File: config.mk
export PLATFORM = sky130hd
export DESIGN_NAME = password_loader
export DESIGN_NICKNAME = d
export VERILOG_FILES = /design/src/rtl/password_loader_pkg.sv /design/src/rtl/password_loader_char_normalize.sv /design/src/rtl/password_loader.sv
export SDC_FILE = /design/constraint.sdc
export NUM_CORES = 1
export LEC_CHECK = 0
export ABC_AREA = 1
export BUFFER_PORTS_ARGS = -buffer_cell sky130_fd_sc_hd__buf_2
export CORE_MARGIN = 5
export CORE_UTILIZATION = 57
export DETAILED_ROUTE_END_ITERATION = 10
export PLACE_DENSITY = 0.76
export SLEW_MARGIN = 10
export SYNTH_ARGS = -nofsm -noshare
export SYNTH_HDL_FRONTEND = slang
export SYNTH_SLANG_ARGS = --single-unit
File: constraint.sdc
create_clock -name clk -period 5.1 [get_ports clk]
set_input_delay 0.255 -clock clk [delete_from_list [all_inputs] [get_ports clk]]
set_output_delay 0.255 -clock clk [all_outputs]
set_load 0.005 [all_outputs]
File: src/rtl/password_loader_pkg.sv
// Shared constants for the password loader and the cracker front end:
// charset bounds, case-fold offset, charset size and FSM state encoding.
package password_loader_pkg;

  localparam logic [7:0] DIGIT_LO  = 8'h30;
  localparam logic [7:0] DIGIT_HI  = 8'h39;
  localparam logic [7:0] UPPER_LO  = 8'h41;
  localparam logic [7:0] UPPER_HI  = 8'h5A;
  localparam logic [7:0] LOWER_LO  = 8'h61;
  localparam logic [7:0] LOWER_HI  = 8'h7A;
  localparam logic [7:0] CASE_FOLD = 8'h20;

  localparam int CHARSET_SIZE = 36;

  localparam logic [1:0] ST_COLLECT = 2'd0;
  localparam logic [1:0] ST_LAUNCH  = 2'd1;
  localparam logic [1:0] ST_ARM     = 2'd2;
  localparam logic [1:0] ST_RUN     = 2'd3;

endpackage

File: src/rtl/password_loader_char_normalize.sv
// Combinational charset check for one character: digits and lowercase
// pass through, uppercase is folded to lowercase, anything else is illegal.
module char_normalize
  import password_loader_pkg::*;
#(
  parameter int CHAR_W = 8
) (
  input  logic [CHAR_W-1:0] in_char,
  output logic [CHAR_W-1:0] norm_char,
  output logic              legal
);

  // Classify the character against the three charset ranges and fold case.
  always_comb begin
    legal     = 1'b0;
    norm_char = in_char;
    if (in_char >= CHAR_W'(DIGIT_LO) && in_char <= CHAR_W'(DIGIT_HI)) begin
      legal = 1'b1;
    end else if (in_char >= CHAR_W'(LOWER_LO) && in_char <= CHAR_W'(LOWER_HI)) begin
      legal = 1'b1;
    end else if (in_char >= CHAR_W'(UPPER_LO) && in_char <= CHAR_W'(UPPER_HI)) begin
      legal     = 1'b1;
      norm_char = in_char + CHAR_W'(CASE_FOLD);
    end
  end

endmodule

File: src/rtl/password_loader.sv
// Upstream feeder for the password cracker: collects and normalises a
// PW_LEN-character target over a valid/ready byte stream, launches a search
// with a one-cycle start pulse, then reports the cracker's result once.
module password_loader
  import password_loader_pkg::*;
#(
  parameter int PW_LEN       = 4,
  parameter int CHAR_W       = 8,
  parameter int IDLE_TIMEOUT = 1000,
  parameter int CNT_W        = 10
) (
  input  logic                     clk,
  input  logic                     rst,
  input  logic [CHAR_W-1:0]        in_data,
  input  logic                     in_valid,
  output logic                     in_ready,
  input  logic                     crack_done,
  input  logic                     crack_found,
  output logic [PW_LEN*CHAR_W-1:0] password_out,
  output logic                     crack_start,
  output logic                     busy,
  output logic                     result_valid,
  output logic                     result_found,
  output logic                     err_char,
  output logic                     err_timeout
);

  localparam int IDX_W = (PW_LEN > 1) ? $clog2(PW_LEN) : 1;

  logic [1:0]               state;
  logic [IDX_W-1:0]         idx;
  logic [CNT_W-1:0]         cnt;
  logic [PW_LEN*CHAR_W-1:0] asm_buf;
  logic [PW_LEN*CHAR_W-1:0] asm_next;
  logic [CHAR_W-1:0]        norm_char;
  logic                     char_legal;
  logic                     accept;
  logic                     last_char;
  logic                     timeout_hit;

  char_normalize #(.CHAR_W(CHAR_W)) u_norm (
    .in_char  (in_data),
    .norm_char(norm_char),
    .legal    (char_legal)
  );

  assign in_ready    = (state == ST_COLLECT);
  assign busy        = (state != ST_COLLECT);
  assign crack_start = (state == ST_LAUNCH);
  assign accept      = in_valid && in_ready;
  assign last_char   = (idx == IDX_W'(PW_LEN - 1));
  assign timeout_hit = in_ready && !accept && (idx != '0) &&
                       (cnt == CNT_W'(IDLE_TIMEOUT - 1));

  // Assembly buffer with the incoming normalised character dropped into its
  // slot; the first character lands in the most significant position.
  always_comb begin
    asm_next = asm_buf;
    for (int k = 0; k < PW_LEN; k++) begin
      if (idx == IDX_W'(k)) begin
        asm_next[(PW_LEN-k)*CHAR_W-1 -: CHAR_W] = norm_char;
      end
    end
  end

  // Inter-byte idle counter: runs only while a partial password is pending.
  always_ff @(posedge clk or posedge rst) begin
    if (rst) begin
      cnt <= '0;
    end else if (accept || timeout_hit || !in_ready || idx == '0) begin
      cnt <= '0;
    end else begin
      cnt <= cnt + CNT_W'(1);
    end
  end

  // Main sequencer: collect, launch, arm on done low, run until done high.
  // password_out is written on the edge that enters LAUNCH so the target is
  // already stable while crack_start is high, and never changes mid-search.
  always_ff @(posedge clk or posedge rst) begin
    if (rst) begin
      state        <= ST_COLLECT;
      idx          <= '0;
      asm_buf      <= '0;
      password_out <= '0;
      result_valid <= 1'b0;
      result_found <= 1'b0;
      err_char     <= 1'b0;
      err_timeout  <= 1'b0;
    end else begin
      result_valid <= 1'b0;
      err_char     <= 1'b0;
      err_timeout  <= 1'b0;
      case (state)
        ST_COLLECT: begin
          if (accept) begin
            if (!char_legal) begin
              err_char <= 1'b1;
              idx      <= '0;
              asm_buf  <= '0;
            end else if (last_char) begin
              password_out <= asm_next;
              asm_buf      <= '0;
              idx          <= '0;
              state        <= ST_LAUNCH;
            end else begin
              asm_buf <= asm_next;
              idx     <= idx + IDX_W'(1);
            end
          end else if (timeout_hit) begin
            err_timeout <= 1'b1;
            idx         <= '0;
            asm_buf     <= '0;
          end
        end
        ST_LAUNCH: begin
          state <= ST_ARM;
        end
        ST_ARM: begin
          if (!crack_done) begin
            state <= ST_RUN;
          end
        end
        ST_RUN: begin
          if (crack_done) begin
            result_valid <= 1'b1;
            result_found <= crack_found;
            idx          <= '0;
            state        <= ST_COLLECT;
          end
        end
        default: begin
          state <= ST_COLLECT;
        end
      endcase
    end
  end

endmodule
==> results.md <==
* Fillers at 591
* Ys async rst share at 100.0%
* Horiz. Die Dim at 93.56 um
* Pin count of the biggest net entering global routing at 82
* PwrDens at 373.3 mW/mm^2
* Hold path endpoint: result_found$_DFFE_PP0P_
* Crit share post-route at 49.23%
* Synth top area cells: dfrtp_1 51%, nand2_1 22%, o21ai_0 4.5%
* Via count at 3279
* VDD IR max at 225.2 uV
* Routed length on met3 at 453 um
* Detail Route Antenna Nets at 0
* Gpl congestion at 0.8507
* Synth warn at 0
* Syn_area_per_cell at 7.758 sq um
* Crit path time final at 2.511 ns
* Clk pwr share at 26.8%
* EDFF count, synth at 0
* Full die area at 0.008753 sq mm
* Post-DP Area at 0.004252 sq mm
* Hold_ws at 0.09756 ns
* NetSw at 0.5655 mW
* Die height at 93.56 um
* Hold path depth at 3
* Global Route Usage Sum at 20.92%
* Crit end category: flip-flop
* WS Path Type: reg2reg
* Hold Crit Class: in2reg
* Clk buf depth at 2
* Capturing point of the worst reg2reg path: asm_buf[1]$_DFFE_PP0P_
* Syn nets at 537
* Signal arrival time at the worst endpoint at 2.74 ns
* Vias in the first global route at 3272
* Pins Over Slew Limit at 0
* WL per Instance at 12.84 um
* CTS Sinks at 81
* Starting Density at 58.58%
* Total internal power at 1.091 mW
* Clock latency on the worst-skew pair at 0.34 ns
* Synth Instances at 513
* Synth top area share at 50.93%
* Top post-synthesis cells by count: 235 x nand2_1, 81 x dfrtp_1, 48 x inv_1
* GRT overflow at 0
* FMAX at 398.3 MHz
* DR WL met2 at 4.060 mm
* Number of cells on the worst reg-to-reg path at 10
* Combinational share of power at 26.4%
* Dpl cells at 645
* DRT Pass-1 Iters at 4
* CP startpoint kind: flip-flop
* Nets at 584
* Most used DFF post-synth: dfrtp_1
* Number of port buffers at 51
* Post-DP HPWL at 5.913 mm
* Yosys top cell by area: dfrtp_1
* Post-route insts no fill at 660
* Clk_skew at 0.006080 ns
* Sequential share of the synthesized area at 50.93%
* # hold bufs at CTS at 0
* CORE AREA at 0.006794 sq mm
* DRC violations left at 0
* Status: finished clean
* Post-CTS Setup Repair Bufs at 0
* Area delta synth->final at 11.47%
* DRT met1 WL at 3.813 mm
* RSZ-0062 raised after global routing: false
* H-tree lvl count at 3
* R2R Path Start: idx[0]$_DFFE_PP0P_
* Diode count at 0
* Required time of the critical path at 5.33 ns
* Max Used Layer: met4
* Worst reg2reg setup slack at 2.59 ns
* Antenna violations before repair at 0
* Setup TNS at 0 ns
* Final Hold Viols at 0
* CTS tree: yes
* Switching Share at 34.14%
* Share of cells above drive strength 1 at 14.54%
* Pleak at 2.492 nW
* First-pass GRT wire length at 14.64 mm
* Slew margin rel. at 34.48%
* Ports at 52
* Yosys reg bits at 81
* Power share of the sequential group at 46.8%
* DR vias/cell at 4.968
* CTS Buf Count at 9
* Actual slew at the worst max-slew pin at 0.9827 ns
* Final WL at 8.472 mm
* Mapped Area at 0.003980 sq mm
* Initial DRC count at 201
* Crit-path max FO at 16
* Number of max-cap violations at 0
* Worst hold path startpoint: crack_found
* Clk slew on worst S/H paths at 0.08 ns
* Setup Viol. Count Final at 0
* Root buf cell: clkbuf_8
* Post-route cell area at 0.004437 sq mm
* Row count at 30
* Post-cts sizing count at 0
* Count leader, synth: nand2_1
* Count of cell types in the netlist at 27
-- flip-flops by register name, summed over array words and instances, names as in the netlist --
register      count
idx               2
asm_buf          31
err_char          1
result_valid      1
result_found      1
password_out     32
cnt              10
err_timeout       1
state             2
-- area by class of cell --
cell class	instances	area (sq um)	share of cell area [%]
timing repair buffer	52	262.8	5.922
clock buffer	10	127.6	2.876
clock inverter	5	57.56	1.297
inverter	52	196.4	4.428
tap	96	120.1	2.707
sequential	81	2027	45.69
multi-input combinational	364	1645	37.08
-- kinds of logic (layout without fill, tap and decap cells) --
family / after synthesis / in the layout / synth area share, %
XOR/XNOR: 2 / 2 / 0.4402
adder cells (fa/ha/maj): 11 / 11 / 3.458
flip-flops: 81 / 81 / 50.93
buffers and inverters: 68 / 119 / 7.733
AND/OR/NAND/NOR: 306 / 306 / 31.78
AO/OA/AOI/OAI: 45 / 45 / 5.658
-- through the flow --
step | utilization (%) | power [mW] | setup WS, ns
2_1_floorplan | - | 1.102 | 2.765
3_3_place_gp | 62.58 | 1.199 | 2.765
3_5_place_dp | 62.58 | 1.219 | 2.617
4_1_cts | 65.30 | 1.668 | 2.591
5_1_grt | 65.30 | 1.772 | 2.385
6_report | 65.30 | 1.656 | 2.589
-- routing by layer --
metal	up-vias	global-route usage, %
met1	1523	26.89
met2	76	35.08
met4	0	7.822
met5	-	0
met3	15	4.023
li1	1665	-
-- layout by cell type (no fill, tap or decap), drive strengths merged --
cell type and n:
xnor2 1, clkinv 2, or2 1, ha 11, nor3b 3, inv 51, o21ai 38, clkbuf 10
nor3 5, nand2 237, a21oi 7, nand3 20, clkinvlp 3, buf 52, dfrtp 81, xor2 1
nor2 35, nand4 4, or3 1, bufinv 1
-- critical path: stages (launching register included) --
cell and delay (ns):
dfrtp_1 0.42, inv_1 0.09, ha_1 0.35, inv_1 0.21, nand2_1 0.07, nor2_1 0.09, nand4_1 0.17, nand2_1 0.45
inv_2 0.23, nor2_2 0.26, nor2_1 0.07
-- power groups by stage --
stage | combinational [mW] | clock (mW) | sequential [mW]
2_1_floorplan | 0.325 | 0 | 0.777
3_3_place_gp | 0.417 | 0 | 0.782
3_5_place_dp | 0.434 | 0 | 0.785
4_1_cts | 0.436 | 0.458 | 0.774
5_1_grt | 0.507 | 0.482 | 0.783
6_report | 0.437 | 0.445 | 0.775
-- worst max-delay path by stage --
stage                             startpoint                endpoint  slack [ns]  cells past startpoint
after global routing      idx[0]$_DFFE_PP0P_  asm_buf[1]$_DFFE_PP0P_        2.39                     10
after CTS                 idx[0]$_DFFE_PP0P_  asm_buf[1]$_DFFE_PP0P_        2.59                     10
after global placement    idx[0]$_DFFE_PP0P_  asm_buf[0]$_DFFE_PP0P_        2.76                     10
after floorplan                          rst  asm_buf[0]$_DFFE_PP0P_        2.76                      1
final                     idx[0]$_DFFE_PP0P_  asm_buf[1]$_DFFE_PP0P_        2.59                     10
after detailed placement  idx[0]$_DFFE_PP0P_  asm_buf[2]$_DFFE_PP0P_        2.62                     10
(Power assumes the default switching activity.)
